## src/rtl/dds_pkg.sv

```systemverilog
// Shared definitions for the DDS parallel programming port: register map,
// mode encodings, register bank layout and the buffer-bank write decoder.
package dds_pkg;

  localparam logic [5:0] ADDR_PTW1H   = 6'h00;
  localparam logic [5:0] ADDR_PTW1L   = 6'h01;
  localparam logic [5:0] ADDR_PTW2H   = 6'h02;
  localparam logic [5:0] ADDR_PTW2L   = 6'h03;
  localparam logic [5:0] ADDR_FTW1_0  = 6'h04;
  localparam logic [5:0] ADDR_FTW1_5  = 6'h09;
  localparam logic [5:0] ADDR_FTW2_0  = 6'h0A;
  localparam logic [5:0] ADDR_FTW2_5  = 6'h0F;
  localparam logic [5:0] ADDR_DFW_0   = 6'h10;
  localparam logic [5:0] ADDR_DFW_5   = 6'h15;
  localparam logic [5:0] ADDR_RAMP2   = 6'h1A;
  localparam logic [5:0] ADDR_RAMP1   = 6'h1B;
  localparam logic [5:0] ADDR_RAMP0   = 6'h1C;
  localparam logic [5:0] ADDR_PLL     = 6'h1E;
  localparam logic [5:0] ADDR_MODE    = 6'h1F;
  localparam logic [5:0] ADDR_CTRL20  = 6'h20;

  typedef enum logic [2:0] {
    MODE_SINGLE   = 3'b000,
    MODE_FSK      = 3'b001,
    MODE_RAMP_FSK = 3'b010,
    MODE_CHIRP    = 3'b011,
    MODE_BPSK     = 3'b100
  } dds_mode_t;

  typedef struct packed {
    logic [13:0] ptw1;
    logic [13:0] ptw2;
    logic [47:0] ftw1;
    logic [47:0] ftw2;
    logic [47:0] dfw;
    logic [19:0] ramprate;
    dds_mode_t   mode;
    logic        triangle;
    logic [4:0]  clkmult;
    logic        pllen;
    logic        pllrange;
    logic [7:0]  ctrl20;
  } dds_bank_t;

  localparam dds_bank_t BANK_RESET = '0;

  function automatic logic addr_valid(input logic [5:0] a);
    logic ok;
    ok = 1'b0;
    case (a) inside
      ADDR_PTW1H, ADDR_PTW1L, ADDR_PTW2H, ADDR_PTW2L,
      [ADDR_FTW1_0:ADDR_FTW1_5], [ADDR_FTW2_0:ADDR_FTW2_5], [ADDR_DFW_0:ADDR_DFW_5],
      ADDR_RAMP2, ADDR_RAMP1, ADDR_RAMP0, ADDR_PLL, ADDR_MODE, ADDR_CTRL20: ok = 1'b1;
      default: ok = 1'b0;
    endcase
    return ok;
  endfunction

  // Byte index 0 is the most significant byte of the 48-bit word.
  function automatic logic [47:0] put_byte48(input logic [47:0] w, input logic [2:0] k,
                                             input logic [7:0] d);
    logic [47:0] r;
    r = w;
    case (k)
      3'd0: r[47:40] = d;
      3'd1: r[39:32] = d;
      3'd2: r[31:24] = d;
      3'd3: r[23:16] = d;
      3'd4: r[15:8]  = d;
      3'd5: r[7:0]   = d;
      default: ;
    endcase
    return r;
  endfunction

  function automatic dds_bank_t bank_write(input dds_bank_t b, input logic [5:0] a,
                                           input logic [7:0] d);
    dds_bank_t r;
    r = b;
    case (a) inside
      ADDR_PTW1H:  r.ptw1[13:8] = d[5:0];
      ADDR_PTW1L:  r.ptw1[7:0]  = d;
      ADDR_PTW2H:  r.ptw2[13:8] = d[5:0];
      ADDR_PTW2L:  r.ptw2[7:0]  = d;
      [ADDR_FTW1_0:ADDR_FTW1_5]: r.ftw1 = put_byte48(r.ftw1, 3'(a - ADDR_FTW1_0), d);
      [ADDR_FTW2_0:ADDR_FTW2_5]: r.ftw2 = put_byte48(r.ftw2, 3'(a - ADDR_FTW2_0), d);
      [ADDR_DFW_0:ADDR_DFW_5]:   r.dfw  = put_byte48(r.dfw,  3'(a - ADDR_DFW_0),  d);
      ADDR_RAMP2:  r.ramprate[19:16] = d[3:0];
      ADDR_RAMP1:  r.ramprate[15:8]  = d;
      ADDR_RAMP0:  r.ramprate[7:0]   = d;
      ADDR_PLL: begin
        r.pllrange = d[6];
        r.pllen    = d[5];
        r.clkmult  = d[4:0];
      end
      ADDR_MODE: begin
        r.mode     = dds_mode_t'(d[6:4]);
        r.triangle = d[2];
      end
      ADDR_CTRL20: r.ctrl20 = d;
      default: ;
    endcase
    return r;
  endfunction

endpackage

```

## src/rtl/dds_rx_sync.sv

```systemverilog
// Strobe synchroniser: STAGES-deep flop chain, output either the synchronised
// level or a one-cycle rising-edge pulse (EDGE_OUT).
module dds_rx_sync #(
  parameter int STAGES   = 2,
  parameter bit EDGE_OUT = 1'b1
) (
  input  logic CLK,
  input  logic RST,
  input  logic async_in,
  output logic q
);

  logic [STAGES-1:0] chain;

  // NOTE: sequential state uses non-blocking assignments so every flop samples
  // the pre-edge value of its neighbour.
  always_ff @(posedge CLK or posedge RST) begin
    if (RST) chain <= '0;
    else     chain <= {chain[STAGES-2:0], async_in};
  end

  generate
    if (EDGE_OUT) begin : g_edge
      logic prev;
      always_ff @(posedge CLK or posedge RST) begin
        if (RST) prev <= 1'b0;
        else     prev <= chain[STAGES-1];
      end
      assign q = chain[STAGES-1] & ~prev;
    end else begin : g_level
      assign q = chain[STAGES-1];
    end
  endgenerate

endmodule

```

## src/rtl/dds_par_receiver.sv

```systemverilog
// DDS parallel-port responder: buffer bank written by WRITE, copied to the
// active bank on UPDATE. Optional ADDRERR checking under DDS_RX_ADDRCHK_EN.
module dds_par_receiver
  import dds_pkg::*;
#(
  parameter int SYNC_STAGES = 2
) (
  input  logic        CLK,
  input  logic        RST,
  input  logic [5:0]  AIN,
  input  logic [7:0]  DIN,
  input  logic        WRITE,
  input  logic        UPDATE,
  input  logic        DRESET,
  output logic [47:0] FTW1,
  output logic [47:0] FTW2,
  output logic [47:0] DFW,
  output logic [13:0] PTW1,
  output logic [13:0] PTW2,
  output logic [19:0] RAMPRATE,
  output logic [2:0]  MODE,
  output logic        TRIANGLE,
  output logic [4:0]  CLKMULT,
  output logic        PLLEN,
  output logic        PLLRANGE,
  output logic [7:0]  CTRL20,
  output logic        UPD_DONE,
  output logic [7:0]  WR_CNT,
  output logic        ADDRERR
);

  typedef enum logic [1:0] {S_IDLE, S_WRITE, S_LOAD, S_CLEAR} rx_state_t;

  rx_state_t state;
  dds_bank_t buf_q, buf_next, act_q;
  logic      wr_rise, upd_rise, dres_level;
  logic      accept, wr_ok, wr_take;

  dds_rx_sync #(.STAGES(SYNC_STAGES), .EDGE_OUT(1'b1)) u_wr_sync (
    .CLK(CLK), .RST(RST), .async_in(WRITE), .q(wr_rise));
  dds_rx_sync #(.STAGES(SYNC_STAGES), .EDGE_OUT(1'b1)) u_upd_sync (
    .CLK(CLK), .RST(RST), .async_in(UPDATE), .q(upd_rise));
  dds_rx_sync #(.STAGES(SYNC_STAGES), .EDGE_OUT(1'b0)) u_dres_sync (
    .CLK(CLK), .RST(RST), .async_in(DRESET), .q(dres_level));

  // Edges seen while still leaving CLEAR are dropped; normal work resumes a cycle later.
  assign accept  = (state != S_CLEAR);
  assign wr_ok   = addr_valid(AIN);
  assign wr_take = accept & wr_rise & wr_ok;

  // NOTE: buf_next gets a full default first so this block can never infer a latch.
  always_comb begin
    buf_next = buf_q;
    if (wr_take) buf_next = bank_write(buf_q, AIN, DIN);
  end

  // NOTE: both banks are plain registers and are reset; nothing reads them before load.
  always_ff @(posedge CLK or posedge RST) begin
    if (RST) begin
      state    <= S_IDLE;
      buf_q    <= BANK_RESET;
      act_q    <= BANK_RESET;
      UPD_DONE <= 1'b0;
      WR_CNT   <= 8'h00;
    end else begin
      UPD_DONE <= 1'b0;
      if (dres_level) begin
        state  <= S_CLEAR;
        buf_q  <= BANK_RESET;
        act_q  <= BANK_RESET;
        WR_CNT <= 8'h00;
      end else begin
        buf_q <= buf_next;
        if (wr_take) WR_CNT <= WR_CNT + 8'd1;
        if (accept && upd_rise) begin
          // Copy from buf_next so a same-cycle write is carried through.
          act_q    <= buf_next;
          UPD_DONE <= 1'b1;
          state    <= S_LOAD;
        end else if (wr_take) begin
          state <= S_WRITE;
        end else begin
          state <= S_IDLE;
        end
      end
    end
  end

`ifdef DDS_RX_ADDRCHK_EN
  always_ff @(posedge CLK or posedge RST) begin
    if (RST)                                ADDRERR <= 1'b0;
    else if (dres_level)                    ADDRERR <= 1'b0;
    else if (accept && wr_rise && !wr_ok)   ADDRERR <= 1'b1;
  end
`else
  assign ADDRERR = 1'b0;
`endif

  assign FTW1     = act_q.ftw1;
  assign FTW2     = act_q.ftw2;
  assign DFW      = act_q.dfw;
  assign PTW1     = act_q.ptw1;
  assign PTW2     = act_q.ptw2;
  assign RAMPRATE = act_q.ramprate;
  assign MODE     = act_q.mode;
  assign TRIANGLE = act_q.triangle;
  assign CLKMULT  = act_q.clkmult;
  assign PLLEN    = act_q.pllen;
  assign PLLRANGE = act_q.pllrange;
  assign CTRL20   = act_q.ctrl20;

endmodule
```

## config.mk

```make
export PLATFORM = sky130hd
export DESIGN_NAME = dds_par_receiver
export DESIGN_NICKNAME = d
export VERILOG_FILES = /design/src/rtl/dds_pkg.sv /design/src/rtl/dds_rx_sync.sv /design/src/rtl/dds_par_receiver.sv
export SDC_FILE = /design/constraint.sdc
export NUM_CORES = 1
export LEC_CHECK = 0
export CAP_MARGIN = 30
export CORE_UTILIZATION = 30
export CTS_BUF_LIST = sky130_fd_sc_hd__clkbuf_16
export DETAILED_ROUTE_END_ITERATION = 7
export PLACE_DENSITY = 0.57
export RECOVER_POWER = 25
export REMOVE_ABC_BUFFERS = 1
export SLEW_MARGIN = 20
export SYNTH_ARGS = -nofsm -noshare
export SYNTH_HDL_FRONTEND = slang
export SYNTH_HIERARCHICAL = 1
export SYNTH_SLANG_ARGS = --single-unit
```

## constraint.sdc

```tcl
create_clock -name CLK -period 22.6 [get_ports CLK]
set_input_delay 6.78 -clock CLK [delete_from_list [all_inputs] [get_ports CLK]]
set_output_delay 6.78 -clock CLK [all_outputs]
set_load 0.02 [all_outputs]
```

==> results.yml, run 1 <==
sta:
  worst_pin_slew_ns: 4.535
  fmax_ghz: 0.07540
  slew-limit-headroom_pct: -204.0
  min_period_over_period_pct: 58.69
  finalSetupViolations: 0
  grt_setup_unrepaired: "false"
  fin_crit_ns: 13.26
  setup_tns_ns: 0
  finalHoldViolCount: 0
  finalClockSkew_ns: 0.01977
  final_max_slew_viol_count: 383
cts:
  cts-root-to-sink-buffers: 3
  cts.root.buffer_cell: "sky130_fd_sc_hd__clkbuf_16"
  clock-sinks: 441
  tritoncts_clock_tree: "done"
  cts_setup_buffers: 0
  cts_hold_buf: 0
  worstSkewPairLatency_ns: 0.58
  cts_resized: 0
  worst_setup_hold_path_clk_slew_ns: 0.06
  h-tree-depth: 2
  cts_made_buffers: 50
floorplan:
  fp.coreArea_mm2: 0.05759
  full_die_area_mm2: 0.05919
  floorplan.io_pins: 240
  die_width_um: 243.3
  core.rowCount: 88
  floorplan.die.height_um: 243.3
  initial_cell_density_of_the_core_pct: 30.33
worst_setup_path:
  timing.critical_path.cells: "dlygate4sd3_1 -> clkinvlp_2 -> clkbuf_1 -> clkbuf_1"
  worst-setup-path-type: "in -> async"
  crit_path_max_fanout: 100
  worst_r2r_startpoint: "u_upd_sync/g_edge.prev$_DFF_PP0_"
  cp_top_family: "buffers and inverters"
  path_common_cell: "sky130_fd_sc_hd__clkbuf_1"
  rr_endpoint: "DFW[8]$_DFFE_PP0P_"
  cp_num_buf_inv: 4
  timing.critical_path.slowest_stage_cell: "sky130_fd_sc_hd__clkinvlp_2"
  critical-path-max-stage-delay_ns: 2.57
  reg2reg_slack_ns: 15.28
  timing.critical_path.required_ns: 22.57
  arrival_ns: 13.23
  worstRegToRegCells: 6
  setup.worst_path.start_class: "input pin"
  worstSetupEndpointType: "async pin"
power:
  power_mw: 1.769
  vdd_drop_max_uv: 64.40
  p_leak_nw: 10.23
  cell_pwr_density_mw_per_mm2: 80.33
place:
  port_buffers: 238
  hpwl_after_detailed_placement_mm: 28.92
  routabilityCongestion: 0.7289
cells_and_area:
  area.sequential_mm2: 0.01104
  most-common-layout-cells: "sky130_fd_sc_hd__dfrtp_1, sky130_fd_sc_hd__nor2_1, sky130_fd_sc_hd__clkdlybuf4s50_1"
  layout.cells.most_common: "sky130_fd_sc_hd__dfrtp_1"
  nNetsFinal: 1719
  nFillCells: 5588
  share_of_post_route_cells_with_drive_strength_above_1_pct: 6.102
  area_growth_pct: 26.09
  multi_input_comb_area_mm2: 0.005894
drt:
  drt-total-wl_mm: 46.58
  route.antenna.remaining_nets: 0
  vias_per_cell: 4.744
  route.detailed.drc: 0
  drt_iter0_drc: 680
  drt_first_pass_iters: 4
  wire_length_per_cell_um: 18.61
  route.vias.total: 11880
worst_hold_path:
  min_path_cells: 0
  holdPathEnd: "u_wr_sync/chain[1]$_DFF_PP0_"
  hold_path.startpoint: "u_wr_sync/chain[0]$_DFF_PP0_"
  hold_path_class: "reg -> reg"
yosys:
  largest_family_of_logic_cells_by_synthesized_area: "multiplexers"
  syn-mean-instance-area_um2: 11.48
  synthAdderAreaFrac_pct: 0.1433
  number_of_synthesized_flops_with_an_enable_pin: 0
  ys_warn_count: 6
  main_synth_ff_type: "sky130_fd_sc_hd__dfrtp_1"
  yosysUniqueCellTypes: 44
  synth_area_mm2: 0.01747
  async_set_reset_flop_share_out_of_synthesis_pct: 100.0
  sequential_element_share_of_the_synthesized_area_pct: 63.18
  post_synth_and_or_nand_nor_area_fraction_pct: 11.50
  synth_mux_area_share_pct: 12.15
  synth-compound-area-share_pct: 9.721
  ys_seq_elements: 441
  synth_xor_xnor_area_share_pct: 0.1003
  postSynthCellCount: 1521
outcome:
  outcome: "finished with violations"
  violations: "max-capacitance violations, max-slew violations"
global_routing:
  maximum_number_of_pins_on_one_net_before_global_route_repair: 226
  track_usage_pct: 15.91
  first_pass_grt_wire_length_mm: 73.35
  antenna_found_initial: 0
  grt_overflow: 0
  vias_in_the_first_global_route: 11930
run:
  max_cap_viols: 7
## sequential cells by signal (all words and copies together) (netlist names), 2 cells and up
signal	count
CLKMULT	5
CTRL20	8
DFW	48
FTW1	48
FTW2	48
MODE	3
PTW1	14
PTW2	14
RAMPRATE	20
WR_CNT	8
buf_q	211
state	2
u_dres_sync/chain	2
u_upd_sync/chain	2
u_wr_sync/chain	2
## cells in the mapped netlist, types with 2 or more instances
master | n | share of area, %
sky130_fd_sc_hd__inv_1 | 5 | 0.11
sky130_fd_sc_hd__clkbuf_1 | 114 | 2.4
sky130_fd_sc_hd__nand3_1 | 7 | 0.20
sky130_fd_sc_hd__o21ai_0 | 4 | 0.11
sky130_fd_sc_hd__mux2i_1 | 212 | 12
sky130_fd_sc_hd__nor2b_4 | 2 | 0.16
sky130_fd_sc_hd__buf_1 | 8 | 0.17
sky130_fd_sc_hd__nor4_1 | 3 | 0.11
sky130_fd_sc_hd__and2b_1 | 2 | 0.086
sky130_fd_sc_hd__o211ai_1 | 2 | 0.086
sky130_fd_sc_hd__buf_2 | 8 | 0.23
sky130_fd_sc_hd__nand2_1 | 19 | 0.41
sky130_fd_sc_hd__and2_1 | 3 | 0.11
sky130_fd_sc_hd__nand4_1 | 2 | 0.072
sky130_fd_sc_hd__nor3_4 | 2 | 0.19
sky130_fd_sc_hd__a211oi_1 | 212 | 9.1
sky130_fd_sc_hd__buf_6 | 2 | 0.13
sky130_fd_sc_hd__xor2_1 | 2 | 0.10
sky130_fd_sc_hd__nor2b_1 | 4 | 0.14
sky130_fd_sc_hd__a21oi_1 | 6 | 0.17
sky130_fd_sc_hd__and3_1 | 3 | 0.11
sky130_fd_sc_hd__or3_1 | 6 | 0.21
sky130_fd_sc_hd__nor2_1 | 431 | 9.3
sky130_fd_sc_hd__ha_1 | 2 | 0.14
sky130_fd_sc_hd__dfrtp_1 | 441 | 63
## area by class of cell
cell class | count | area share (%)
Sequential cell | 441 | 50.12
Antenna cell | 1 | 0.01136
Tap cell | 765 | 4.346
Multi-Input combinational cell | 940 | 26.76
Inverter | 6 | 0.1079
Timing Repair Buffer | 259 | 11.64
Clock buffer | 51 | 5.795
Clock inverter | 40 | 1.216
## power breakdown
group | internal (mW) | leakage, nW | switching (mW) | total (mW)
combinational | 0.0644 | 3.39 | 0.110 | 0.175
clock | 0.442 | 0.801 | 0.321 | 0.763
sequential | 0.814 | 6.04 | 0.0173 | 0.832
## per-layer routing
layer,track usage [%],vias up,wire [um]
li1,-,5606,-
met1,21.77,5974,21530
met2,25.05,232,21570
met3,3.911,63,2497
met4,4.310,0,987
met5,0,-,0
## worst max path at each step
stage | start | to | cells after the start
finish | RST | buf_q[201]$_DFF_PP0_ | 4
global route | RST | buf_q[165]$_DFF_PP0_ | 4
detailed placement | AIN[2] | FTW2[23]$_DFFE_PP0P_ | 7
global placement | AIN[2] | FTW2[23]$_DFFE_PP0P_ | 7
CTS | AIN[2] | FTW2[16]$_DFFE_PP0P_ | 7
floorplan | RST | CLKMULT[0]$_DFFE_PP0P_ | 1
## cell families (layout without fill, tap and decap cells)
logic type | count (synthesis) | after routing
AND/OR/NAND/NOR | 493 | 493
flip-flops | 441 | 441
AO/OA/AOI/OAI | 230 | 230
multiplexers | 212 | 212
buffers and inverters | 140 | 356
adder cells (fa/ha/maj) | 2 | 2
XOR/XNOR | 2 | 2
other | 1 | 2
## through the flow
step / cells / hold slack [ns] / area, um2 / util (%) / setup slack, ns
after floorplan: 1387 / 0.3312 / 16930 / - / 3.760
after global placement: 2405 / 0.3379 / 20390 / 35.41 / 12.67
after detailed placement: 2408 / 0.3434 / 20470 / 35.54 / 12.58
after CTS: 2499 / 0.3570 / 22010 / 38.22 / 13.23
after global routing: 2502 / 0.3679 / 22020 / 38.24 / 7.986
final: 2503 / 0.3571 / 22020 / 38.25 / 9.337
Note: power is estimated with default switching activity, not from simulation.
==> run 2, diff against run 1 <==
- PLACE_DENSITY: 0.57 -> 0.59
- clock period: 22.6 -> 11.2 ns (I/O delays scaled with it)
==> results.yml, run 2 (synthesis results as in run 1) <==
cts:
  tritoncts_clock_tree: "done"
  cts-root-to-sink-buffers: 3
  clock-sinks: 441
  h-tree-depth: 2
  cts_hold_buf: 0
  cts_made_buffers: 48
  worstSkewPairLatency_ns: 0.58
  cts_resized: 0
  cts.root.buffer_cell: "sky130_fd_sc_hd__clkbuf_16"
  cts_setup_buffers: 0
  worst_setup_hold_path_clk_slew_ns: 0.06
sta:
  finalSetupViolations: 0
  finalHoldViolCount: 0
  hold_slack_ns: 0.3375
  grt_setup_unrepaired: "false"
  fmax_ghz: 0.1438
  min_period_over_period_pct: 62.10
  worst_pin_slew_ns: 3.584
  slew-limit-headroom_pct: -139.0
  final_max_slew_viol_count: 198
  fin_crit_ns: 6.955
  finalClockSkew_ns: 0.01714
cells_and_area:
  area_growth_pct: 26.01
  nFillCells: 5561
  layout.cells.most_common: "sky130_fd_sc_hd__dfrtp_1"
  most-common-layout-cells: "sky130_fd_sc_hd__dfrtp_1, sky130_fd_sc_hd__nor2_1, sky130_fd_sc_hd__clkdlybuf4s50_1"
  post-route-cell-area_mm2: 0.02201
  largest_register_ffs: 211
  nNetsFinal: 1718
  share_of_post_route_cells_with_drive_strength_above_1_pct: 5.947
  register_bank_with_the_most_flops: "buf_q"
power:
  cell_pwr_density_mw_per_mm2: 158.3
  vdd_drop_max_uv: 117.2
  p_leak_nw: 10.24
floorplan:
  floorplan.io_pins: 240
  full_die_area_mm2: 0.05919
  fp.coreArea_mm2: 0.05759
  die_width_um: 243.3
  floorplan.die.height_um: 243.3
  core.rowCount: 88
  initial_cell_density_of_the_core_pct: 30.33
global_routing:
  track_usage_pct: 15.83
  first_pass_grt_wire_length_mm: 73.08
  vias_in_the_first_global_route: 12140
  maximum_number_of_pins_on_one_net_before_global_route_repair: 166
  grt_overflow: 0
  antenna_found_initial: 2
drt:
  drt_first_pass_iters: 4
  vias_per_cell: 4.750
  drt_iter0_drc: 650
  route.antenna.remaining_nets: 0
  route.vias.total: 11870
  dr_wl_met3_mm: 2.423
  drt-total-wl_mm: 46.15
  route.detailed.drc: 0
  wl_met1_mm: 20.92
  dr.max_layer_used: "met5"
  wire_length_on_met2_mm: 21.82
  wire_length_per_cell_um: 18.47
worst_setup_path:
  cp_top_family: "buffers and inverters"
  setup.worst_path.start_class: "register"
  timing.critical_path.slowest_stage_cell: "sky130_fd_sc_hd__clkbuf_1"
  worstSetupEndpointType: "register"
  reg2reg_slack_ns: 4.25
  rr_endpoint: "FTW2[9]$_DFFE_PP0P_"
  timing.critical_path.cells: "nor2b_4 -> and2_0 -> clkbuf_1 -> buf_4 -> nor2_1 -> a211oi_1"
  critical-path-max-stage-delay_ns: 2.65
  crit_path_max_fanout: 87
  timing.critical_path.required_ns: 11.67
  cp_num_buf_inv: 2
  worst_r2r_startpoint: "u_upd_sync/g_edge.prev$_DFF_PP0_"
  arrival_ns: 7.43
  worstRegToRegCells: 6
  worst-setup-path-type: "reg -> reg"
  cp_num_cells: 6
place:
  postPlaceCellArea_mm2: 0.02049
  routabilityCongestion: 0.7522
  hpwl_after_detailed_placement_mm: 28.78
  port_buffers: 238
outcome:
  violations: "max-capacitance violations, max-slew violations"
  outcome: "finished with violations"
worst_hold_path:
  min_path_cells: 0
  hold_path_class: "reg -> reg"
  holdPathEnd: "u_upd_sync/chain[1]$_DFF_PP0_"
  hold_path.startpoint: "u_upd_sync/chain[0]$_DFF_PP0_"
run:
  max_cap_viols: 3
==> run 2: cell types whose count changed in the layout (fill, tap and decap cells not counted), sizes merged <==
| cell | change |
|---|---|
| clkinv | -4 |
| bufinv | -2 |
| buf | +5 |
| clkinvlp | -2 |
| clkbuf | -6 |
| inv | +4 |
==> run 2: power breakdown <==
| group | leakage [nW] | internal [mW] | switching [mW] |
|---|---|---|---|
| Clock | 0.752 | 0.812 | 0.640 |
| Sequential | 6.04 | 1.64 | 0.0343 |
| Combinational | 3.45 | 0.134 | 0.222 |
| Total | 10.2 | 2.59 | 0.897 |
==> run 2: layer usage <==
metal | GRT usage (%) | vias up
met5 | 0 | -
met2 | 25.63 | 217
met3 | 3.933 | 66
li1 | - | 5600
met4 | 4.514 | 2
met1 | 20.95 | 5980
==> run 2: stage by stage <==
stage / setup TNS (ns) / cells / util [%] / total power [mW] / setup WS, ns
2_1_floorplan: -1827.28 / 1387 / - / 1.910 / -4.220
3_3_place_gp: 0 / 2404 / 35.40 / 2.053 / 4.737
3_5_place_dp: 0 / 2408 / 35.59 / 2.063 / 4.662
4_1_cts: 0 / 2493 / 38.05 / 3.540 / 5.294
5_1_grt: 0 / 2498 / 38.22 / 3.639 / 3.306
6_report: 0 / 2498 / 38.22 / 3.485 / 4.245
==> run 2: layout make-up <==
type | instances | area (um2) | share of cell area (%)
timing repair buffer | 260 | 2673 | 12.14
sequential | 441 | 11040 | 50.16
antenna | 1 | 2.502 | 0.01137
multi-input combinational | 940 | 5894 | 26.78
tap | 765 | 957.2 | 4.349
clock buffer | 49 | 1226 | 5.571
inverter | 6 | 23.77 | 0.1080
clock inverter | 36 | 193.9 | 0.8811
==> run 2: worst max path at each step <==
stage / end / startpoint
after floorplan: CLKMULT[0]$_DFFE_PP0P_ / RST
after global placement: FTW2[20]$_DFFE_PP0P_ / AIN[2]
after detailed placement: FTW2[22]$_DFFE_PP0P_ / AIN[2]
after CTS: FTW2[22]$_DFFE_PP0P_ / AIN[2]
after global routing: FTW2[9]$_DFFE_PP0P_ / u_upd_sync/g_edge.prev$_DFF_PP0_
final: FTW2[9]$_DFFE_PP0P_ / u_upd_sync/g_edge.prev$_DFF_PP0_
==> run 3, diff against run 2 <==
- clock period: 11.2 -> 5.9 ns (I/O delays scaled with it)
==> results.yml, run 3 (synthesis results as in run 1) <==
outcome:
  outcome: "finished with violations"
  violations: "max-capacitance violations, max-slew violations"
power:
  cell_pwr_density_mw_per_mm2: 304.6
  vdd_drop_max_uv: 181.7
  power_mw: 6.710
  p_leak_nw: 10.23
cells_and_area:
  nFillCells: 5587
  largest_register_ffs: 211
  nNetsFinal: 1714
  most-common-layout-cells: "sky130_fd_sc_hd__dfrtp_1, sky130_fd_sc_hd__nor2_1, sky130_fd_sc_hd__clkdlybuf4s50_1"
  area_growth_pct: 26.10
  post-route-cell-area_mm2: 0.02202
  layout.cells.most_common: "sky130_fd_sc_hd__dfrtp_1"
  final_core_utilization_pct: 38.25
  register_bank_with_the_most_flops: "buf_q"
  share_of_post_route_cells_with_drive_strength_above_1_pct: 5.903
global_routing:
  grt_overflow: 0
  maximum_number_of_pins_on_one_net_before_global_route_repair: 263
  first_pass_grt_wire_length_mm: 72.44
  antenna_found_initial: 4
  track_usage_pct: 15.64
  vias_in_the_first_global_route: 12010
worst_setup_path:
  critical-path-max-stage-delay_ns: 1.41
  cp_num_buf_inv: 3
  arrival_ns: 4.73
  timing.critical_path.required_ns: 6.48
  worst-setup-path-type: "in -> async"
  setup.worst_path.start_class: "input pin"
  worstRegToRegCells: 3
  timing.critical_path.cells: "dlygate4sd3_1 -> clkinvlp_4 -> clkbuf_2"
  worstSetupEndpointType: "async pin"
  cp_top_family: "buffers and inverters"
  cp_num_cells: 3
  timing.critical_path.slowest_stage_cell: "sky130_fd_sc_hd__clkinvlp_4"
  crit_path_max_fanout: 95
place:
  hpwl_after_detailed_placement_mm: 28.16
  port_buffers: 238
  routabilityCongestion: 0.7328
  postPlaceCellArea_mm2: 0.02050
drt:
  drt-total-wl_mm: 46.06
  route.antenna.remaining_nets: 0
  wl_met1_mm: 21.13
  route.detailed.drc: 0
  drt_iter0_drc: 847
  route.vias.total: 11860
  drt_first_pass_iters: 4
  dr.max_layer_used: "met5"
  dr_wl_met3_mm: 2.458
  wire_length_per_cell_um: 18.47
  vias_per_cell: 4.755
  wire_length_on_met2_mm: 21.42
cts:
  cts.root.buffer_cell: "sky130_fd_sc_hd__clkbuf_16"
  tritoncts_clock_tree: "done"
  cts-root-to-sink-buffers: 3
  clock-sinks: 441
  worstSkewPairLatency_ns: 0.58
  cts_setup_buffers: 0
  cts_resized: 0
  cts_made_buffers: 49
  h-tree-depth: 2
  cts_hold_buf: 0
  worst_setup_hold_path_clk_slew_ns: 0.06
sta:
  finalClockSkew_ns: 0.01611
  grt_setup_unrepaired: "false"
  worst_pin_slew_ns: 3.227
  fin_crit_ns: 4.147
  fmax_ghz: 0.2411
  slew-limit-headroom_pct: -115.1
  finalHoldViolCount: 0
  finalSetupViolations: 0
  min_period_over_period_pct: 70.29
  final_max_slew_viol_count: 254
floorplan:
  floorplan.die.height_um: 243.3
  die_width_um: 243.3
  initial_cell_density_of_the_core_pct: 30.33
  full_die_area_mm2: 0.05919
  fp.coreArea_mm2: 0.05759
  core.rowCount: 88
  floorplan.io_pins: 240
run:
  max_cap_viols: 2
worst_hold_path:
  hold_path_class: "reg -> reg"
  min_path_cells: 0
[run 3: routing by layer]
| layer | vias to the layer above | GRT usage [%] |
|---|---|---|
| li1 | 5589 | - |
| met1 | 5953 | 21.18 |
| met2 | 238 | 24.74 |
| met3 | 71 | 3.999 |
| met4 | 8 | 4.292 |
| met5 | - | 0 |
[run 3: final cells by class]
class / count / area [um2] / share of cell area, %
antenna: 1 / 2.502 / 0.01136
clock buffer: 51 / 1276 / 5.794
clock inverter: 35 / 211.5 / 0.9601
inverter: 6 / 26.28 / 0.1193
multi-input combinational: 940 / 5897 / 26.77
sequential: 441 / 11040 / 50.12
tap: 765 / 957.2 / 4.346
timing repair buffer: 255 / 2615 / 11.87
[run 3: per-stage QoR]
step | instances | hold slack [ns] | worst slack (ns) | setup TNS [ns]
after floorplan | 1387 | 0.3312 | -7.930 | -4238.76
after global placement | 2402 | 0.3387 | 1.376 | 0
after detailed placement | 2405 | 0.3428 | 1.225 | 0
after CTS | 2491 | 0.3559 | 1.826 | 0
after global routing | 2493 | 0.3683 | 1.192 | 0
final | 2494 | 0.3557 | 1.753 | 0
[run 3: path summary, 6_finish.rpt]
| kind | slack [ns] | from | endpoint |
|---|---|---|---|
| hold reg to reg | 0.36 | u_dres_sync/chain[0]$_DFF_PP0_ | u_dres_sync/chain[1]$_DFF_PP0_ |
| min in group asynchronous | 1.62 | RST | u_dres_sync/chain[0]$_DFF_PP0_ |
| max in group CLK | 1.79 | AIN[2] | WR_CNT[1]$_DFFE_PP0P_ |
| setup / recovery | 1.75 | RST | buf_q[111]$_DFF_PP0_ |
| setup reg to reg | 2.17 | u_dres_sync/chain[1]$_DFF_PP0_ | buf_q[43]$_DFF_PP0_ |
| hold / removal | 0.36 | u_dres_sync/chain[0]$_DFF_PP0_ | u_dres_sync/chain[1]$_DFF_PP0_ |
[run 3: power by group]
group	switching [mW]	total (mW)	internal, mW	leakage (nW)
combinational	0.422	0.669	0.246	3.42
clock	1.22	2.86	1.64	0.770
sequential	0.0622	3.18	3.12	6.04
